$ cat config.mk
export PLATFORM = sky130hd
export DESIGN_NAME = cpu15_ctrl_core
export DESIGN_NICKNAME = d
export VERILOG_FILES = /design/src/rtl/cpu15_pkg.sv /design/src/rtl/cpu15_phase_gen.sv /design/src/rtl/cpu15_ctrl_core.sv
export SDC_FILE = /design/constraint.sdc
export NUM_CORES = 1
export LEC_CHECK = 0
export CAP_MARGIN = 0
export CORE_MARGIN = 2
export CORE_UTILIZATION = 53
export DETAILED_ROUTE_END_ITERATION = 10
export PLACE_DENSITY = 0.87
export SETUP_SLACK_MARGIN = 0.02
export SYNTH_ARGS = -nofsm -noshare
export SYNTH_HDL_FRONTEND = slang
export SYNTH_SLANG_ARGS = --single-unit
$ cat constraint.sdc
create_clock -name CLK -period 2.4 [get_ports CLK]
set_clock_uncertainty 0.05 [all_clocks]
set_input_delay 0.36 -clock CLK [delete_from_list [all_inputs] [get_ports CLK]]
set_output_delay 0.36 -clock CLK [all_outputs]
set_load 0.005 [all_outputs]
$ cat src/rtl/cpu15_pkg.sv
// CPU15 shared definitions: ISA widths, phase encoding and opcode values.
// Optional halt support is selected in the core with the CPU15_HALT_EN macro.
package cpu15_pkg;

  localparam int DATA_W  = 16;
  localparam int PC_W    = 8;
  localparam int INSTR_W = 15;

  typedef enum logic [1:0] {
    PH_FT = 2'd0,
    PH_DC = 2'd1,
    PH_EX = 2'd2,
    PH_WB = 2'd3
  } phase_e;

  localparam logic [3:0] OP_MOV = 4'd0;
  localparam logic [3:0] OP_ADD = 4'd1;
  localparam logic [3:0] OP_SUB = 4'd2;
  localparam logic [3:0] OP_AND = 4'd3;
  localparam logic [3:0] OP_OR  = 4'd4;
  localparam logic [3:0] OP_SL  = 4'd5;
  localparam logic [3:0] OP_SR  = 4'd6;
  localparam logic [3:0] OP_SRA = 4'd7;
  localparam logic [3:0] OP_LDL = 4'd8;
  localparam logic [3:0] OP_LDH = 4'd9;
  localparam logic [3:0] OP_CMP = 4'd10;
  localparam logic [3:0] OP_JE  = 4'd11;
  localparam logic [3:0] OP_JMP = 4'd12;
  localparam logic [3:0] OP_LD  = 4'd13;
  localparam logic [3:0] OP_ST  = 4'd14;
  localparam logic [3:0] OP_HLT = 4'd15;

  // Strobe bit order is {WB, EX, DC, FT}.
  function automatic logic [3:0] phase_onehot(input phase_e ph);
    case (ph)
      PH_FT:   return 4'b0001;
      PH_DC:   return 4'b0010;
      PH_EX:   return 4'b0100;
      PH_WB:   return 4'b1000;
      default: return 4'b0001;
    endcase
  endfunction

endpackage

$ cat src/rtl/cpu15_phase_gen.sv
// CPU15 4-phase sequencer: FT->DC->EX->WB rotation with registered one-hot strobes.
module cpu15_phase_gen
  import cpu15_pkg::*;
(
  input  logic       CLK,
  input  logic       RESET_N,
  output logic [1:0] phase,
  output logic [3:0] strobe
);

  phase_e     phase_r;
  phase_e     phase_nxt_s;
  logic [3:0] strobe_r;
  logic [3:0] strobe_nxt_s;

  // State register; strobes are registered alongside so they never glitch.
  always_ff @(posedge CLK or negedge RESET_N) begin
    if (!RESET_N) begin
      phase_r  <= PH_FT;
      strobe_r <= 4'b0001;
    end else begin
      phase_r  <= phase_nxt_s;
      strobe_r <= strobe_nxt_s;
    end
  end

  // Next-phase rotation.
  always_comb begin
    phase_nxt_s = PH_FT;
    case (phase_r)
      PH_FT:   phase_nxt_s = PH_DC;
      PH_DC:   phase_nxt_s = PH_EX;
      PH_EX:   phase_nxt_s = PH_WB;
      PH_WB:   phase_nxt_s = PH_FT;
      default: phase_nxt_s = PH_FT;
    endcase
  end

  // Strobe decode of the upcoming phase.
  always_comb begin
    strobe_nxt_s = phase_onehot(phase_nxt_s);
  end

  assign phase  = phase_r;
  assign strobe = strobe_r;

endmodule

$ cat src/rtl/cpu15_ctrl_core.sv
// CPU15 control core: sequencer, decode latch and execute/PC unit.
// Define CPU15_HALT_EN to make HLT a sticky halt; otherwise HLT behaves as a NOP.
module cpu15_ctrl_core
  import cpu15_pkg::*;
(
  input  logic        CLK,
  input  logic        RESET_N,
  input  logic [14:0] PROM_OUT,
  input  logic [15:0] REG_A,
  input  logic [15:0] REG_B,
  input  logic [15:0] RAM_OUT,
  output logic        CLK_FT,
  output logic        CLK_DC,
  output logic        CLK_EX,
  output logic        CLK_WB,
  output logic [3:0]  OP_CODE,
  output logic [7:0]  OP_DATA,
  output logic [7:0]  P_COUNT,
  output logic [15:0] REG_IN,
  output logic [15:0] RAM_IN,
  output logic        REG_WEN,
  output logic        RAM_WEN
);

  logic [1:0]  phase_s;
  logic [3:0]  strobe_s;
  logic [3:0]  op_code_r;
  logic [7:0]  op_data_r;
  logic [7:0]  p_count_r, pc_nxt_s;
  logic [15:0] reg_in_r, reg_in_nxt_s;
  logic [15:0] ram_in_r, ram_in_nxt_s;
  logic        reg_wen_r, reg_wen_nxt_s;
  logic        ram_wen_r, ram_wen_nxt_s;
  logic        flag_r, flag_nxt_s;
  logic [2:0]  unused_ra_s;

  // Register selects are decoded by the external register file.
  assign unused_ra_s = PROM_OUT[10:8];

  cpu15_phase_gen u_phase_gen (
    .CLK     (CLK),
    .RESET_N (RESET_N),
    .phase   (phase_s),
    .strobe  (strobe_s)
  );

`ifdef CPU15_HALT_EN
  logic halt_r, halt_nxt_s;

  // Sticky halt, cleared only by reset.
  always_ff @(posedge CLK or negedge RESET_N) begin
    if (!RESET_N) begin
      halt_r <= 1'b0;
    end else if (phase_s == PH_EX) begin
      halt_r <= halt_nxt_s;
    end
  end
`else
  logic halt_r;
  assign halt_r = 1'b0;
`endif

  // Execute: next PC, write-back data, enables and compare flag.
  always_comb begin
    pc_nxt_s      = p_count_r + 8'd1;
    reg_in_nxt_s  = reg_in_r;
    ram_in_nxt_s  = ram_in_r;
    reg_wen_nxt_s = 1'b0;
    ram_wen_nxt_s = 1'b0;
    flag_nxt_s    = flag_r;
`ifdef CPU15_HALT_EN
    halt_nxt_s    = halt_r;
`endif
    if (halt_r) begin
      pc_nxt_s = p_count_r;
    end else begin
      case (op_code_r)
        OP_MOV: begin reg_in_nxt_s = REG_B;                        reg_wen_nxt_s = 1'b1; end
        OP_ADD: begin reg_in_nxt_s = REG_A + REG_B;                reg_wen_nxt_s = 1'b1; end
        OP_SUB: begin reg_in_nxt_s = REG_A - REG_B;                reg_wen_nxt_s = 1'b1; end
        OP_AND: begin reg_in_nxt_s = REG_A & REG_B;                reg_wen_nxt_s = 1'b1; end
        OP_OR:  begin reg_in_nxt_s = REG_A | REG_B;                reg_wen_nxt_s = 1'b1; end
        OP_SL:  begin reg_in_nxt_s = {REG_A[14:0], 1'b0};          reg_wen_nxt_s = 1'b1; end
        OP_SR:  begin reg_in_nxt_s = {1'b0, REG_A[15:1]};          reg_wen_nxt_s = 1'b1; end
        OP_SRA: begin reg_in_nxt_s = {REG_A[15], REG_A[15:1]};     reg_wen_nxt_s = 1'b1; end
        OP_LDL: begin reg_in_nxt_s = {REG_A[15:8], op_data_r};     reg_wen_nxt_s = 1'b1; end
        OP_LDH: begin reg_in_nxt_s = {op_data_r, REG_A[7:0]};      reg_wen_nxt_s = 1'b1; end
        OP_LD:  begin reg_in_nxt_s = RAM_OUT;                      reg_wen_nxt_s = 1'b1; end
        OP_CMP: begin flag_nxt_s = (REG_A == REG_B); end
        OP_JE:  begin
          if (flag_r) begin
            pc_nxt_s = op_data_r;
          end else begin
            pc_nxt_s = p_count_r + 8'd1;
          end
        end
        OP_JMP: begin pc_nxt_s = op_data_r; end
        OP_ST:  begin ram_in_nxt_s = REG_A; ram_wen_nxt_s = 1'b1; end
        OP_HLT: begin
`ifdef CPU15_HALT_EN
          halt_nxt_s = 1'b1;
          pc_nxt_s   = p_count_r;
`endif
        end
        default: begin pc_nxt_s = p_count_r + 8'd1; end
      endcase
    end
  end

  // Decode latch on the DC edge, architectural update on the EX edge.
  always_ff @(posedge CLK or negedge RESET_N) begin
    if (!RESET_N) begin
      op_code_r <= 4'd0;
      op_data_r <= 8'd0;
      p_count_r <= 8'd0;
      reg_in_r  <= 16'd0;
      ram_in_r  <= 16'd0;
      reg_wen_r <= 1'b0;
      ram_wen_r <= 1'b0;
      flag_r    <= 1'b0;
    end else begin
      if (phase_s == PH_DC) begin
        op_code_r <= PROM_OUT[14:11];
        op_data_r <= PROM_OUT[7:0];
      end
      if (phase_s == PH_EX) begin
        p_count_r <= pc_nxt_s;
        reg_in_r  <= reg_in_nxt_s;
        ram_in_r  <= ram_in_nxt_s;
        reg_wen_r <= reg_wen_nxt_s;
        ram_wen_r <= ram_wen_nxt_s;
        flag_r    <= flag_nxt_s;
      end
    end
  end

  assign CLK_FT  = strobe_s[0];
  assign CLK_DC  = strobe_s[1];
  assign CLK_EX  = strobe_s[2];
  assign CLK_WB  = strobe_s[3];
  assign OP_CODE = op_code_r;
  assign OP_DATA = op_data_r;
  assign P_COUNT = p_count_r;
  assign REG_IN  = reg_in_r;
  assign RAM_IN  = ram_in_r;
  assign REG_WEN = reg_wen_r;
  assign RAM_WEN = ram_wen_r;

endmodule

# Word-level counts from Yosys, hierarchy flattened

Index checks and enable logic that the tools add are counted.

Register bits: 61
Input bits: 65
Output and inout bits: 58
Logic and storage cells: 51

Add/subtract/negate cells: 3
Eq/ne operators: 21
Mux-type cells: 7
Bitwise gates (word level): 2
Reduce and logical (&&, ||, !) cells: 8

Operators with widths:

| cell                                                             | count |
|---|---|
| 16-bit case mux with 11 select lines                             | 1 |
| 4-bit == test (second input constant)                            | 7 |
| 16-bit adder                                                     | 1 |
| 16-bit bitwise AND                                               | 1 |
| 16-bit == test                                                   | 1 |
| 4-bit by 3-bit == test with 1-bit output (second input constant) | 4 |
| 16-bit OR                                                        | 1 |
| 4-bit case mux with 4 select lines                               | 1 |
| 8-bit case mux with 2 select lines                               | 1 |
| 16-bit subtractor                                                | 1 |
| 11-bit nonzero test                                              | 1 |
| 11-bit OR reduction                                              | 1 |
| 8-bit by 1-bit adder with 8-bit output (second input constant)   | 1 |
| 2-bit == test (second input constant)                            | 4 |
| 4-bit by 2-bit == test with 1-bit output (second input constant) | 2 |
| 8-bit two-way mux                                                | 1 |
| 2-bit case mux with 4 select lines                               | 1 |
| 2-bit AND reduction                                              | 3 |
| 2-bit by 1-bit == test with 1-bit output (second input constant) | 2 |
| 4-bit by 1-bit == test with 1-bit output (second input constant) | 1 |
| 2-bit zero test                                                  | 2 |
| 4-bit zero test                                                  | 1 |
| 1-bit two-way mux                                                | 2 |

# Longest topological paths before layout

Word-level depth: 4
Mapped depth: 10

# Cells and area by module

Synthesis repeated with hierarchy kept, for this count alone.

Cell total of the unflattened synthesis: 726
Area, all modules: 5831.8 µm²

Modules (own cells, without submodules):

| module          | times used | cells an instance | area an instance (µm²) | sequential area each (µm²) |
|---|---|---|---|---|
| cpu15_ctrl_core | 1          | 713               | 5616.6                 | 1376.3 |
| cpu15_phase_gen | 1          | 13                | 215.2                  | 151.4 |

# Worst setup path before layout

No wires, ideal clock.

Path type: input to register
Start point: input REG_B[1]
End point: register reg_in_r[15], in the netlist REG_IN[15]
Arrival: 2070 ps
Data required time: 2224 ps
Slack: 154 ps
Stages: 8
Cells stage by stage: inv_1 ha_1 a211oi_2 o21bai_4 o21ai_2 o31ai_1 a221o_1 a221o_1

Cells in the longest elaborated chain, start to end: 2
Elaborated cells between the ends (all ways): 3
Those cells by class: add/sub (2); mux (1)

RTL lines:

| element                                                  | line                                         | RTL |
|---|---|---|
| start, declared                                          | cpu15_ctrl_core.sv:10                        | `input logic [15:0] REG_B,` |
| 16-bit subtractor / 16-bit adder (equally long branches) | cpu15_ctrl_core.sv:80, cpu15_ctrl_core.sv:79 |  |
| 16-bit case mux with 11 select lines (*)                 | cpu15_ctrl_core.sv:77                        | `case (op_code_r)` |
| end signal, assigned                                     | cpu15_ctrl_core.sv:128                       | `reg_in_r <= reg_in_nxt_s;` |
| end, declared                                            | cpu15_ctrl_core.sv:30                        | `logic [15:0] reg_in_r, reg_in_nxt_s;` |

Mark *: on every way between the ends. The rest lies on a longest branch, timed or not.
A chain may end at the register's enable or synchronous reset.

# Worst setup path in the final report

Start point: register op_code_r[3], in the netlist OP_CODE[3]
End point: register reg_in_r[13], in the netlist REG_IN[13]

Cells in the longest elaborated chain, start to end: 3
Elaborated cells between the ends (all ways): 14
Those cells by class: eq/ne (10); mux (1); reduce/logical (3)

RTL lines:

| element                                     | line                   | RTL |
|---|---|---|
| start, declared                             | cpu15_ctrl_core.sv:27  | `logic [3:0] op_code_r;` |
| start signal, assigned                      | cpu15_ctrl_core.sv:123 | `op_code_r <= PROM_OUT[14:11];` |
| 4-bit == test, or another cell as far along | cpu15_ctrl_core.sv:77  |  |
| 11-bit nonzero test (no line)               | n/a                    |  |
| 2-bit AND reduction (no line)               | n/a                    |  |

Parallel ways exist; a longest one is shown, timed or not.

==> flow_summary.toml <==
[status]
outcome = "finished, violations left"
violations = "setup timing"

[floorplan]
fp.dieArea_um2 = 12300
die_y_um = 111
design.core.area_um2 = 11300
chipWidth_um = 111
rows = 39
ios = 123
start_util_pct = 53.8

[cts]
clkTransAtPathRegs_ps = 70
cts_tree = "built"
cts-htree-levels = 3
cts-root-buf = "clkbuf_16"
clk_latency_ps = 350
numCtsBuffers = 9
cts_buffer_depth = 2
clock_sinks = 61

[routing]
drc = 0
via_count = 7565
routed.top_layer = "met4"
wl_met1_mm = 10.5
ant_nets = 0
drt_iter0_drc = 861
avgRoutedWirePerCell_um = 24.3
dr_wl_met2_mm = 12.9
routed_wirelength_mm = 27.9
avgViaCountPerCell = 6.58
dr.pass1.iters = 7
dr_wl_met3_mm = 2.85

[finish]
area_delta_synth_final_pct = 54.3
drive_above_1_share_pct = 32.5
final_nets = 1125
antennaDiodeCount = 0
design_area_um2 = 9350
fin_cells = 1149

[global_routing]
grt_use_total_pct = 42.3
grt_first_pass_wirelength_mm = 40.8
grt_max_degree = 42
grt_pass1_vias = 7383
globalRouteOverflowTotal = 0
grt_antenna_before_repair = 0

[sta]
period_share_pct = 100
hold_viol = 0
max_slew_margin_pct = 57.6
min_period_ps = 2400
whs_ps = 416
setup_violations = 1
drv_slew = 0
tns_ps = -4.28
worst_slack_ps = -4.28
tightest_slew_ps = 636
timing.fmax_mhz = 416

[logic_synthesis]
ys_dominant_reg_cell = "dfrtp_1"
synth-async-reset-ratio_pct = 100
yosysTopAreaCell = "dfrtp_1"
synth_edf_count = 0
yosysWarningCount = 0
ys_seq_area_share_pct = 25.2
avgSynthCellArea_um2 = 8.28
ys_ff_latch = 61
yosys.cell_types.count = 85
syn_area_um2 = 6060
syn_nets = 856
synth_area_leaders = "dfrtp_1 (25%), ha_1 (12%), mux2_2 (5.0%)"
syn-instance-count = 732
yosysTopAreaCellShare_pct = 24.8

[placement]
numPortBuffers = 119
placed_cells = 1125
gp_congestion = 1.05
hpwlAfterDp_mm = 19.6
dpl_cell_area_um2 = 8550

[pwr]
power_mw = 4.65
seqPwrFrac_pct = 29.2
p_clk_share_pct = 29.7
p_leak_nw = 4.25
p_int_mw = 3.00
switching_share_pct = 35.5
switchingPower_mw = 1.65
power_density_nw_per_um2 = 497
ir_worst_vdd_v = 0.000463
power_frac_comb_pct = 41.1

[flow_run]
drv_cap = 0

[setup_path]
max_stage_delay_ps = 630
slowest_stage = "dfrtp_4"
critPathKind = "reg -> reg"
cp-start-kind = "flop"
cp.required_ps = 2570
crit_chain = "or4_1 > a21oi_1 > a2111oi_0 > a221oi_1 > o41a_1 > o311ai_1"
cp_max_fo = 28
cp-end-kind = "flop"
crit_arrival_ps = 2570

[min_path]
hold_path_class = "in -> reg"
worst max-delay path, delay by kind of cell, from the launching register on:
family,cells,cell delay [ps]
compound gates,5,1040
simple gates,1,550
flops,1,630
cell families after synthesis:
family,Yosys count,synth area share (%)
compound gates,255,29.5
xor+xnor,3,0.434
fa+ha+maj,59,12.4
buf+inv,110,8.28
flops,61,25.2
mux,41,7.33
simple gates,203,16.8
power groups by stage:
stage | clock network (mW) | logic, mW | registers, mW
after CTS | 1.37 | 1.78 | 1.34
after floorplan | 0 | 0.744 | 1.32
after detailed placement | 0 | 1.70 | 1.35
after global routing | 1.41 | 2.03 | 1.37
final | 1.38 | 1.91 | 1.36
after global placement | 0 | 1.66 | 1.34
metrics by stage:
| step | utilization [%] | setup WS [ps] |
|---|---|---|
| finish | 82.9 | -4.28 |
| global route | 82.9 | -70.3 |
| CTS | 80.7 | -3.88 |
| detailed placement | 75.9 | -678 |
| global placement | 75.9 | -608 |
| floorplan | - | 154 |
flip-flops by register name, indices dropped and copies added (netlist names):
register,cells
OP_CODE,4
OP_DATA,8
RAM_IN,16
u_phase_gen.phase,2
RAM_WEN,1
P_COUNT,8
flag_r,1
u_phase_gen.strobe,4
REG_WEN,1
REG_IN,16
final cells by class:
type / instances / area, um2
flip-flops and latches: 61 / 1530
clock buffers: 10 / 229
repair buffers: 306 / 2660
multi-input cells: 561 / 4440
inverters: 62 / 233
fillers: 663 / 1920
well taps: 143 / 179
clock inverters: 6 / 72.6
synthesized netlist by cell type (all sizes together) (4+ instances only):
master,number
dfrtp,60
inv,60
a21oi,59
nor2,59
ha,57
o21ai,49
nand2,48
buf,33
mux2,27
nand3,26
a31oi,19
clkbuf,15
mux2i,14
o31ai,14
a211oi,12
nor3,12
nor2b,11
a221oi,9
nand2b,9
a21o,8
a22oi,8
a32oi,8
nor4,8
o22ai,8
a221o,6
and3,6
o221ai,6
o21bai,5
a22o,4
nand4,4
nor3b,4
o211ai,4
o21a,4
per-layer routing:
layer | vias up | global-route usage (%)
met3 | 151 | 8.47
li1 | 3240 | -
met4 | 0 | 17.3
met5 | - | 0
met2 | 569 | 69.8
met1 | 3605 | 54.4
placed cells by master (no fill, tap or decap), types with 6 or more instances in the layout:
cell and n:
inv_1 39, nand3_1 24, nor3_1 12, dlymetal6s2s_1 13
a211oi_1 6, a22oi_1 8, a21o_1 8, o22ai_1 8
a21oi_2 8, nor2_1 55, clkdlybuf4s50_1 92, a221o_1 6
ha_2 8, clkbuf_16 9, a21oi_1 50, a32oi_1 8
and3_1 6, o21ai_0 45, nand2b_1 7, mux2i_1 14
buf_4 179, dlygate4sd2_1 8, nor4_1 6, a31oi_1 18
mux2_2 27, dfrtp_1 59, ha_4 15, o31ai_1 10
a221oi_1 8, nand2_1 48, ha_1 34, nor2b_1 9
inv_2 21
path summary, 6_finish.rpt:
kind	start	endpoint	slack, ps	cells past startpoint
setup / recovery	OP_CODE[3]$_DFFE_PN0N_	REG_IN[13]$_DFFE_PN0P_	-4	6
hold / removal	REG_A[2]	RAM_IN[2]$_DFFE_PN0P_	420	3
setup reg to reg	OP_CODE[3]$_DFFE_PN0N_	REG_IN[13]$_DFFE_PN0P_	-4	6
hold reg to reg	REG_IN[3]$_DFFE_PN0P_	REG_IN[3]$_DFFE_PN0P_	430	1
max in group asynchronous	RESET_N	u_phase_gen.strobe[0]$_DFF_PN1_	1120	3
min in group asynchronous	RESET_N	u_phase_gen.phase[1]$_DFF_PN0_	500	2
timing repair:
| item | CTS | global route |
|---|---|---|
| buffers inserted | 3 | 4 |
| pin swaps | 16 | 24 |
| endpoints found under the hold margin | 20 | 0 |
| gates resized for setup | 61 | 72 |
| hold buffers | 1 | 0 |
| setup endpoints to repair | 9 | 11 |
No activity file was read; power rests on OpenSTA's default activity.
